## src/rtl/collision_game_state.sv

```systemverilog
// ==========================================================================
// collision_game_state: pixel collision detector plus per-frame game state
// (alive matrix, score, lives, phase). Optional macro: SCORE_ROW_WEIGHT_EN.
// Revision: 1.0
// ==========================================================================
`default_nettype none

module collision_game_state #(
  parameter int NUM_ROWS       = 3,
  parameter int NUM_COLUMNS    = 5,
  parameter int SPACING_X_LOG2 = 6,
  parameter int SPACING_Y_LOG2 = 5,
  parameter int START_LIVES    = 3,
  parameter int RESPAWN_FRAMES = 60,
  parameter int WAVE_FRAMES    = 90
) (
  input  logic                          clk,
  input  logic                          rst_n,
  input  logic                          vsync,
  input  logic                          display_on,
  input  logic [9:0]                    pix_x,
  input  logic [9:0]                    pix_y,
  input  logic [9:0]                    formation_x,
  input  logic [9:0]                    formation_y,
  input  logic                          laser_gfx,
  input  logic                          alien_pixel,
  input  logic                          bomb_gfx,
  input  logic                          cannon_gfx,
  input  logic                          restart,
  output logic [NUM_ROWS*NUM_COLUMNS-1:0] alive_matrix,
  output logic                          hit_alien,
  output logic [7:0]                    score,
  output logic [1:0]                    lives,
  output logic                          cannon_dead,
  output logic                          game_over
);

  localparam int CELLS  = NUM_ROWS * NUM_COLUMNS;
  localparam int IDX_W  = (CELLS > 1) ? $clog2(CELLS) : 1;
  localparam int RSP_W  = $clog2(RESPAWN_FRAMES + 1);
  localparam int WAV_W  = $clog2(WAVE_FRAMES + 1);
  localparam logic [CELLS-1:0] ALL_ALIVE = {CELLS{1'b1}};
  localparam logic [9:0] COLS_10 = 10'(NUM_COLUMNS);
  localparam logic [9:0] ROWS_10 = 10'(NUM_ROWS);

  typedef enum logic [1:0] {
    PLAY = 2'd0,
    WAVE = 2'd1,
    OVER = 2'd2
  } phase_t;

  phase_t             phase;
  logic               vsync_q;
  logic               pending_kill;
  logic               pending_death;
  logic [IDX_W-1:0]   kill_idx;
  logic [RSP_W-1:0]   respawn_cnt;
  logic [WAV_W-1:0]   wave_cnt;

  logic               frame_tick;
  logic [9:0]         dx, dy, col_full, row_full;
  logic               in_grid;
  logic [IDX_W-1:0]   cell_idx;
  logic               kill_ok;
  logic [CELLS-1:0]   alive_after;
  logic [1:0]         lives_after;
  logic [7:0]         points;
  logic [8:0]         score_sum;
  logic [7:0]         score_sat;

  assign frame_tick = vsync_q & ~vsync;

  // Cell lookup uses 10-bit wrapping subtraction; negative offsets are rejected explicitly.
  assign dx       = pix_x - formation_x;
  assign dy       = pix_y - formation_y;
  assign col_full = dx >> SPACING_X_LOG2;
  assign row_full = dy >> SPACING_Y_LOG2;
  assign in_grid  = (pix_x >= formation_x) && (pix_y >= formation_y) &&
                    (col_full < COLS_10) && (row_full < ROWS_10);
  assign cell_idx = IDX_W'(row_full * COLS_10 + col_full);

  assign kill_ok     = pending_kill & alive_matrix[kill_idx];
  assign alive_after = alive_matrix & ~(CELLS'(kill_ok) << kill_idx);
  assign lives_after = (pending_death && lives != 2'd0) ? lives - 2'd1 : lives;

`ifdef SCORE_ROW_WEIGHT_EN
  localparam int ROW_W = (NUM_ROWS > 1) ? $clog2(NUM_ROWS) : 1;
  logic [ROW_W-1:0] kill_row;

  always_ff @(posedge clk or negedge rst_n) begin
    if (!rst_n) begin
      kill_row <= '0;
    end else if (!frame_tick && display_on && phase == PLAY && !pending_kill &&
                 laser_gfx && alien_pixel && in_grid) begin
      kill_row <= ROW_W'(row_full);
    end
  end

  assign points = 8'(NUM_ROWS) - 8'(kill_row);
`else
  assign points = 8'd1;
`endif

  assign score_sum = {1'b0, score} + {1'b0, points};
  assign score_sat = score_sum[8] ? 8'hFF : score_sum[7:0];

  always_ff @(posedge clk or negedge rst_n) begin
    if (!rst_n) begin
      phase         <= PLAY;
      vsync_q       <= 1'b1;
      pending_kill  <= 1'b0;
      pending_death <= 1'b0;
      kill_idx      <= '0;
      respawn_cnt   <= '0;
      wave_cnt      <= '0;
      alive_matrix  <= ALL_ALIVE;
      hit_alien     <= 1'b0;
      score         <= 8'd0;
      lives         <= 2'(START_LIVES);
      cannon_dead   <= 1'b0;
      game_over     <= 1'b0;
    end else begin
      vsync_q <= vsync;
      if (frame_tick) begin
        pending_kill  <= 1'b0;
        pending_death <= 1'b0;
        hit_alien     <= 1'b0;
        if (cannon_dead) begin
          if (respawn_cnt <= RSP_W'(1)) begin
            cannon_dead <= 1'b0;
            respawn_cnt <= '0;
          end else begin
            respawn_cnt <= respawn_cnt - RSP_W'(1);
          end
        end
        case (phase)
          PLAY: begin
            alive_matrix <= alive_after;
            hit_alien    <= kill_ok;
            if (kill_ok) score <= score_sat;
            if (pending_death) begin
              lives       <= lives_after;
              cannon_dead <= 1'b1;
              respawn_cnt <= RSP_W'(RESPAWN_FRAMES);
            end
            if (pending_death && lives_after == 2'd0) begin
              phase     <= OVER;
              game_over <= 1'b1;
            end else if (alive_after == '0) begin
              phase    <= WAVE;
              wave_cnt <= WAV_W'(WAVE_FRAMES);
            end
          end
          WAVE: begin
            if (wave_cnt <= WAV_W'(1)) begin
              phase        <= PLAY;
              wave_cnt     <= '0;
              alive_matrix <= ALL_ALIVE;
            end else begin
              wave_cnt <= wave_cnt - WAV_W'(1);
            end
          end
          OVER: begin
            if (restart) begin
              phase        <= PLAY;
              game_over    <= 1'b0;
              score        <= 8'd0;
              lives        <= 2'(START_LIVES);
              alive_matrix <= ALL_ALIVE;
              cannon_dead  <= 1'b0;
              respawn_cnt  <= '0;
            end
          end
          default: phase <= PLAY;
        endcase
      end else if (display_on && phase == PLAY) begin
        if (!pending_kill && laser_gfx && alien_pixel && in_grid) begin
          pending_kill <= 1'b1;
          kill_idx     <= cell_idx;
        end
        if (!cannon_dead && bomb_gfx && cannon_gfx) pending_death <= 1'b1;
      end
    end
  end

endmodule

`default_nettype wire

```

## config.mk

```make
export PLATFORM = sky130hd
export DESIGN_NAME = collision_game_state
export DESIGN_NICKNAME = d
export VERILOG_FILES = /design/src/rtl/collision_game_state.sv
export SDC_FILE = /design/constraint.sdc
export NUM_CORES = 1
export LEC_CHECK = 0
export CAP_MARGIN = 20
export CORE_MARGIN = 2
export CORE_UTILIZATION = 40
export CTS_BUF_LIST = sky130_fd_sc_hd__clkbuf_16
export DETAILED_ROUTE_END_ITERATION = 12
export PLACE_DENSITY = 0.74
export SYNTH_ARGS = -nofsm -noshare
export SYNTH_HDL_FRONTEND = slang
export SYNTH_SLANG_ARGS = --single-unit
export TNS_END_PERCENT = 100
```

## constraint.sdc

```tcl
create_clock -name clk -period 4.2 [get_ports clk]
set_input_delay 0.84 -clock clk [delete_from_list [all_inputs] [get_ports clk]]
set_output_delay 0.84 -clock clk [all_outputs]
set_load 0.05 [all_outputs]
```

# Word level (Yosys, flattened, before mapping)
# Cells that the tools add are included.
# word_totals
register_bits	50
inputBits	49
out_inout_bits	28
elab_cells	119
# classes
add_sub_neg	7
n_mul	1
n_lt_le_gt_ge	7
eq_ne	10
shift	1
n_mux	42
n_bitwise	6
reduce_logical	32
# op_table
cell	n
$pmux W15 S3	1
$mux W15	2
$mux W6	4
$mux W8	3
$reduce_and A4 Y1	6
$mux W7	3
$ge A10 B10 Y1	2
$sub A10 B10 Y10	2
$pmux W8 S2	1
$and A15 B15 Y15	1
$logic_not A15 Y1	1
$not A15 Y15	1
$shl A1 B4 Y15	1
$mux W1	14
$mux W2	7
$ne A2 B2 Y1 const B	7
$pmux W7 S2	1
$pmux W6 S2	1
$reduce_bool A2 Y1	6
$logic_and A1 B1 Y1	11
$add A8 B1 Y9 const B	1
$le A7 B1 Y1 const B	1
$sub A7 B1 Y7 const B	1
$le A6 B1 Y1 const B	1
21 further kinds	27

# Depth between registers and ports, before layout
# Gate-level depths: netlist of the first run.
# logic_depth
depth_word	10
mapped_depth	15
ltp_nobuf	15

# Worst setup path after synthesis of the first run
# OpenSTA, ideal clock, no wires.
# synth_path
path_type	input to register
start	input port formation_y[4]
end	register kill_idx[3]
setup_ns	0.125
arrival_time_ns	4.117
t_required_ns	4.075
path_slack_ns	-0.041
path_stages	15
path_buffers	0
path_cell_list	inv_1 -> ha_1 -> or3_1 -> o21ai_0 -> a211oi_1 -> or3_1 -> and2_1 -> ha_1 -> ha_1 -> fa_1 -> xnor2_1 -> xnor2_1 -> xnor2_1 -> xnor3_1 -> mux2_2
# synth_between
elab_chain_cells	6
# synth_lines
element	line	rtl
from (decl)	24	input logic [9:0] formation_y,
branches (longest 6 deep; another with $sub A10 B10 Y10)	--	
to (signal assigned)	179	kill_idx <= cell_idx;
to (decl)	56	logic [IDX_W-1:0] kill_idx;
# Parallel ways; which one is timed is not known.
# A chain may end at the register's enable or synchronous reset.

# Worst setup path in the final report of the first run
# layout_path
start	input port pix_y[4]
end	register kill_idx[3]
# layout_between
elab_chain_cells	6
# layout_lines
element	line	rtl
from (decl)	22	input logic [9:0] pix_y,
branches (longest 6 deep; another with $sub A10 B10 Y10)	--	
# Parallel ways; which one is timed is not known.

==> impl_metrics.json, run 1 <==
{
  "post-route-min-period_ns": 4.100,
  "syn2layout_area_growth_pct": 36.52,
  "antenna_found_initial": 0,
  "syn-num-nets": 533,
  "setup_violations": 0,
  "cp.required_ns": 4.37,
  "post-route-period-util_pct": 97.61,
  "status": "complete, no violations",
  "grt_max_degree": 33,
  "yosysWarnings": 0,
  "num_io_pins": 77,
  "nets": 632,
  "slew_viol_final": 0,
  "crit_end": "kill_idx[3]",
  "htreeDepth": 2,
  "io_buffers": 76,
  "clock-sinks": 50,
  "final_cell_mix": "clkdlybuf4s50_1 (64), nand2_1 (52), inv_1 (36), dfrtp_1 (32), buf_4 (28)",
  "syn_avg_cell_area_um2": 8.898,
  "leakagePower_nw": 2.315,
  "viasPerCell": 5.652,
  "synth-main-ff-cell": "dfrtp_1",
  "die_w_um": 103.9,
  "max_freq_mhz": 243.9,
  "grt_pass1_vias": 3761,
  "num_rows": 36,
  "layout.cells.most_common": "clkdlybuf4s50_1",
  "synth_edf_count": 0,
  "wire_per_inst_um": 16.18,
  "grt_pass1_wl_um": 17950,
  "startpoint": "pix_y[4]",
  "rr_worst_depth": 6,
  "rrSetupSlack_ns": 1.27,
  "wl_um": 11030,
  "syn_inst": 449,
  "rr_endpoint": "wave_cnt[3]",
  "ctsHoldBuffers": 0,
  "fin_skew_ns": 0.003326,
  "ys_ff_latch": 50,
  "ir_drop_mv": 0.4266,
  "drtAntennaViolNets": 0,
  "holdCritPathClass": "flop to flop",
  "worstReg2RegStart": "kill_idx[0]",
  "track_usage_pct": 19.69,
  "placed_cells": 669,
  "drive_above_1_share_pct": 21.49,
  "setup_slack_ns": 0.1004,
  "final_cells": 682,
  "cts_root_buf": "clkbuf_16",
  "core_um2": 9729,
  "drt_iter0_drc": 197,
  "worst_slew_pin_slew_ns": 0.9115,
  "clockBufferDepth": 2,
  "hold_viol_final": 0,
  "start_util_pct": 41.06,
  "crit_fanout": 2,
  "arrival_ns": 4.27,
  "place_congestion": 0.8560,
  "dp_hpwl_um": 7781,
  "critPathKind": "input port to flop",
  "die_area_um2": 10800,
  "grt.overflow.total": 0,
  "maxSlewHeadroom_pct": 39.12,
  "cts_buffers": 5,
  "clock_latency_ns": 0.29,
  "setup_tns_ns": 0,
  "clk_pin_slew_worst_paths_ns": 0.06,
  "insertedDiodeCount": 0,
  "powerDensity_nw_per_um2": 372.6,
  "num_vias": 3855,
  "pre_cts_ws_ns": -0.5688,
  "worst_setup_path_start_kind": "input port",
  "drc": 0,
  "end_kind": "flop",
  "drt_first_pass_iters": 4,
  "synthArstFlopShare_pct": 100.0,
  "synth_cell_types": 80,
  "die_h_um": 103.9,
  "drv_cap": 0,
  "cts_tree": "done",
  "yosysSeqAreaShare_pct": 31.88,
  "netlist_area_um2": 3995
}
## synthesized netlist by cell type, types with 3 or more instances
cell type / number / share of area (%)
nand2_1: 52 / 4.9
inv_1: 39 / 3.7
ha_1: 34 / 11
dfrtp_1: 32 / 20
a21oi_1: 25 / 3.1
o21ai_0: 25 / 3.1
nor2_1: 23 / 2.2
dfstp_2: 18 / 12
nand3_1: 15 / 1.9
nor3_1: 12 / 1.5
mux2_2: 10 / 2.8
nand2b_1: 10 / 1.6
o31ai_1: 9 / 1.7
clkbuf_1: 8 / 0.75
xnor2_1: 7 / 1.5
mux2i_1: 6 / 1.5
nand4_1: 6 / 0.94
nor2b_1: 6 / 0.94
o41ai_1: 6 / 1.3
a211oi_1: 5 / 0.94
a21o_1: 5 / 0.94
or3_1: 5 / 0.78
and3_1: 4 / 0.63
nor4_1: 4 / 0.63
o2111ai_1: 4 / 0.88
o21a_1: 4 / 0.75
a31oi_1: 3 / 0.47
nor3b_1: 3 / 0.56
o2bb2ai_1: 3 / 0.66
or2_2: 3 / 0.47
## layout make-up
type                            count  area (µm²)
Clock buffer                        5       125.1
Clock inverter                      3       12.51
Fill cell                         866        4275
Inverter                           39       146.4
Multi-Input combinational cell    348        2751
Sequential cell                    50        1274
Tap cell                          133       166.4
Timing Repair Buffer              104       978.4
## worst max-delay path: stages
cell,delay [ns]
dlygate4sd2_1,0.26
ha_4,0.25
or3_4,0.39
o21ai_4,0.08
a211oi_2,0.07
or3_4,0.35
and2_4,0.18
ha_4,0.24
ha_4,0.24
fa_2,0.40
xnor2_2,0.14
xnor2_1,0.19
xnor2_1,0.14
xnor3_1,0.23
mux2_4,0.28
## flip-flops by register name (all words and copies together), names as in the netlist, 2 cells and up
register	count
alive_matrix	15
score	8
wave_cnt	7
respawn_cnt	6
kill_idx	4
lives	2
phase	2
## where the power goes
part / total, mW / leakage [nW] / internal [mW] / switching [mW]
clock: 0.387 / 0.0724 / 0.216 / 0.171
sequential: 0.671 / 0.614 / 0.575 / 0.0961
combinational: 0.974 / 1.63 / 0.418 / 0.557
total: 2.03 / 2.31 / 1.21 / 0.824
## worst min path at each step
stage | start | endpoint | slack (ns) | cells after the start
2_1_floorplan | respawn_cnt[1] | respawn_cnt[1] | 0.47 | 2
3_3_place_gp | alive_matrix[9] | alive_matrix[9] | 0.48 | 2
3_5_place_dp | alive_matrix[9] | alive_matrix[9] | 0.48 | 2
4_1_cts | alive_matrix[9] | alive_matrix[9] | 0.49 | 2
5_1_grt | alive_matrix[9] | alive_matrix[9] | 0.52 | 2
6_report | alive_matrix[9] | alive_matrix[9] | 0.50 | 2
## repair_timing
action | in CTS | in global routing
setup buffers | 3 | 2
gates resized for setup | 23 | 32
pin swaps | 16 | 17
setup endpoints to repair | 1 | 1
## metrics by stage
stage                     power [mW]  util, %  instance area (µm²)  hold WS (ns)
after floorplan                1.272        -                 3998        0.4718
after global placement         1.541    51.74                 5034        0.4849
after detailed placement       1.569    51.74                 5034        0.4806
after CTS                      2.004    54.40                 5293        0.4941
after global routing           2.179    56.06                 5454        0.5198
final                          2.032    56.06                 5454        0.5001
## cell families after synthesis
logic type / count (synthesis) / synth area share [%]
simple gates: 159 / 20.86
compound gates: 126 / 22.83
buf+inv: 51 / 5.136
flops: 50 / 31.88
fa+ha+maj: 35 / 11.15
mux: 19 / 5.825
xor+xnor: 9 / 2.318
## per-layer routing
layer | vias up | wire [µm] | track usage [%] | part of all wire [%]
li1 | 1851 | - | - | -
met1 | 1879 | 4979 | 26.96 | 45
met2 | 106 | 5333 | 31.91 | 48
met3 | 19 | 497 | 3.258 | 4.5
met4 | 0 | 223 | 6.178 | 2.0
met5 | - | 0 | 0 | 0
Power figures use the tool's default switching activity.
==> run 2, diff against run 1 <==
--- a/config.mk
+++ b/config.mk
@@ -7,10 +7,11 @@
 export LEC_CHECK = 0
 export CAP_MARGIN = 20
 export CORE_MARGIN = 2
-export CORE_UTILIZATION = 40
+export CORE_UTILIZATION = 57
 export CTS_BUF_LIST = sky130_fd_sc_hd__clkbuf_16
 export DETAILED_ROUTE_END_ITERATION = 12
-export PLACE_DENSITY = 0.74
+export PLACE_DENSITY = 0.95
+export SETUP_SLACK_MARGIN = 0.02
 export SYNTH_ARGS = -nofsm -noshare
 export SYNTH_HDL_FRONTEND = slang
 export SYNTH_SLANG_ARGS = --single-unit
==> run 2 against run 1 <==
  * The run now ends with setup timing left
  * Cell count fell by 5.4%
  * Total power rose by 9.2%
  * Sequential share of layout area fell by 0.49 points
  * First-iteration DRC count is 140% higher
  * Global-route usage rose by 10 points
  * Cell area grew 2.1%
  * Non-clock buffer count is the same
  * Combinational power is 12% higher
  * Maximum frequency decreased by 5.5%
  * Clock power up 18%
  * Worst setup slack worse by 0.24 ns
  * Critical path type unchanged
  * Largest cell class unchanged
  * Largest power group unchanged
  * Highest routed layer unchanged
==> impl_metrics.json, run 2 (synthesis results as in run 1) <==
{
  "post-route-min-period_ns": 4.339,
  "drc": 0,
  "cts_buffers": 5,
  "holdWs_ns": 0.5058,
  "grtUsageMet2_pct": 50.96,
  "finalPower_mw": 2.220,
  "nets": 632,
  "die_w_um": 87.72,
  "pwr-share-comb_pct": 49.1,
  "io_buffers": 76,
  "switching_power_mw": 0.9129,
  "num_vias": 4278,
  "largest_register_ffs": 15,
  "cp.required_ns": 4.38,
  "wire_per_inst_um": 21.52,
  "maxSlewHeadroom_pct": 43.03,
  "critical_path.most_common_cell": "xnor2_2",
  "holdCritPathClass": "flop to flop",
  "syn2layout_area_growth_pct": 39.43,
  "worst-path-buf-inv": 1,
  "layout.cells.most_common": "clkdlybuf4s50_1",
  "ir_drop_mv": 0.5465,
  "clock_latency_ns": 0.29,
  "slew_viol_final": 0,
  "grt.overflow.total": 0,
  "max_freq_mhz": 230.5,
  "status": "finished with violations",
  "cpPeakStageDelay_ns": 0.55,
  "drtAntennaViolNets": 0,
  "antenna_found_initial": 0,
  "clockBufferDepth": 2,
  "grt_pass1_wl_um": 18490,
  "arrival_ns": 4.52,
  "setup_violations": 1,
  "die_h_um": 87.72,
  "leakagePower_nw": 2.406,
  "drv_cap": 0,
  "final_cell_mix": "clkdlybuf4s50_1 (57), nand2_1 (52), inv_1 (34), dfrtp_1 (32), buf_4 (26)",
  "die_area_um2": 7695,
  "ctsHoldBuffers": 0,
  "cts_root_buf": "clkbuf_16",
  "track_usage_pct": 29.94,
  "pwr-share-clk_pct": 20.5,
  "wl_um": 13880,
  "cp_top_family": "adder cells",
  "rrSetupSlack_ns": 1.03,
  "drive_above_1_share_pct": 23.13,
  "rr_endpoint": "score[1]",
  "crit_fanout": 2,
  "fin_skew_ns": 0.007319,
  "post-route-period-util_pct": 103.3,
  "swShare_pct": 41.12,
  "clock-sinks": 50,
  "worstPathCellList": "clkdlybuf4s50_1 -> ha_4 -> or2_4 -> a21oi_4 -> a21oi_2 -> a21oi_2 -> xnor2_1 -> ha_1 -> ha_4 -> fa_2 -> xnor2_2 -> xnor2_2 -> xnor2_2 -> xnor3_1 -> mux2_4",
  "grt_max_degree": 51,
  "largest-register": "alive_matrix",
  "holdPathEnd": "hit_alien",
  "seq_power_share_pct": 30.4,
  "drt_iter0_drc": 482,
  "power.internal_mw": 1.307,
  "hold_start": "hit_alien",
  "rr_worst_depth": 6,
  "grtUsageMet3_pct": 4.524,
  "drt_first_pass_iters": 7,
  "clk_pin_slew_worst_paths_ns": 0.07,
  "hold_viol_final": 0,
  "cp_slowest_cell": "clkdlybuf4s50_1",
  "violations": "setup timing",
  "insertedDiodeCount": 0,
  "num_rows": 30,
  "start_util_pct": 58.80,
  "cts_tree": "done",
  "end_kind": "flop",
  "use_met1_pct": 37.49,
  "grt_pass1_vias": 3923,
  "core_um2": 6794,
  "dp_hpwl_um": 7724,
  "num_io_pins": 77,
  "min_path_cells": 2,
  "powerDensity_nw_per_um2": 398.6,
  "reg.largest.list": "alive_matrix (15), score (8), wave_cnt (7)",
  "viasPerCell": 6.633,
  "worst_slew_pin_slew_ns": 0.8530,
  "worstReg2RegStart": "kill_idx[1]",
  "setup_slack_ns": -0.1386,
  "critPathKind": "input port to flop",
  "htreeDepth": 2,
  "setup_tns_ns": -0.1386,
  "place_congestion": 0.9150,
  "top_usage_layer": "met2",
  "post-route-util_pct": 81.99,
  "worst_setup_path_start_kind": "input port"
}
-- run 2: cell types whose count changed in the layout (fill, tap and decap cells not counted), sizes merged --
cell and change:
bufinv +1, clkdlybuf4s15 +2, clkdlybuf4s50 -7, clkinv -2, dlygate4sd2 -1, dlymetal6s2s +6, inv +1
-- run 2: power groups by stage --
stage                     combinational [mW]  clock (mW)  sequential (mW)
final                                   1.09       0.455            0.674
after global routing                    1.16       0.474            0.687
after CTS                              0.945       0.452            0.668
after detailed placement               0.901           0            0.674
after global placement                 0.861           0            0.668
after floorplan                        0.475           0            0.797
-- run 2: metrics by stage --
stage	area, µm²	setup WS (ns)	cells
2_1_floorplan	3998	0.04373	449
3_3_place_gp	4957	-0.4448	628
3_5_place_dp	4957	-0.6069	628
4_1_cts	5256	0.02206	638
5_1_grt	5570	-0.1567	645
6_report	5570	-0.1386	645
-- run 2: worst register-to-register path, cell delays in order (launching register included) --
cell       delay (ns)
dfrtp_1          0.71
nor2b_1          0.39
o2bb2ai_1        0.21
mux4_2           0.40
nand2_1          0.14
a211oi_2         0.78
mux2_2           0.42
-- run 2: area by class of cell --
| type | count | area (µm²) |
|---|---|---|
| multi-input combinational | 348 | 2856 |
| sequential | 50 | 1274 |
| fill | 380 | 1224 |
| timing repair buffer | 104 | 1011 |
| inverter | 39 | 146.4 |
| clock buffer | 5 | 125.1 |
| tap | 96 | 120.1 |
| clock inverter | 3 | 37.54 |
-- run 2: timing repair --
| item | CTS | global route |
|---|---|---|
| resized for setup | 27 | 53 |
| setup buffers | 2 | 6 |
| gates cloned | 0 | 0 |
| pin swaps | 13 | 27 |
| endpoints found under the setup margin | 1 | 1 |
-- run 2: how the worst max path moves through the flow --
stage | start | end | slack (ns) | cells after the start
after floorplan | formation_y[4] | kill_idx[3] | 0.04 | 15
after global placement | formation_y[4] | kill_idx[3] | -0.44 | 16
after detailed placement | formation_y[1] | kill_idx[3] | -0.61 | 16
after CTS | formation_y[3] | kill_idx[3] | 0.02 | 16
after global routing | pix_x[4] | kill_idx[3] | -0.16 | 15
final | pix_x[4] | kill_idx[3] | -0.14 | 15
-- run 2: per-layer routing --
layer  vias up  routed length, µm
li1       1858                  -
met1      2007               4930
met2       328               6882
met3        85               1222
met4         0                848
met5         -                  0
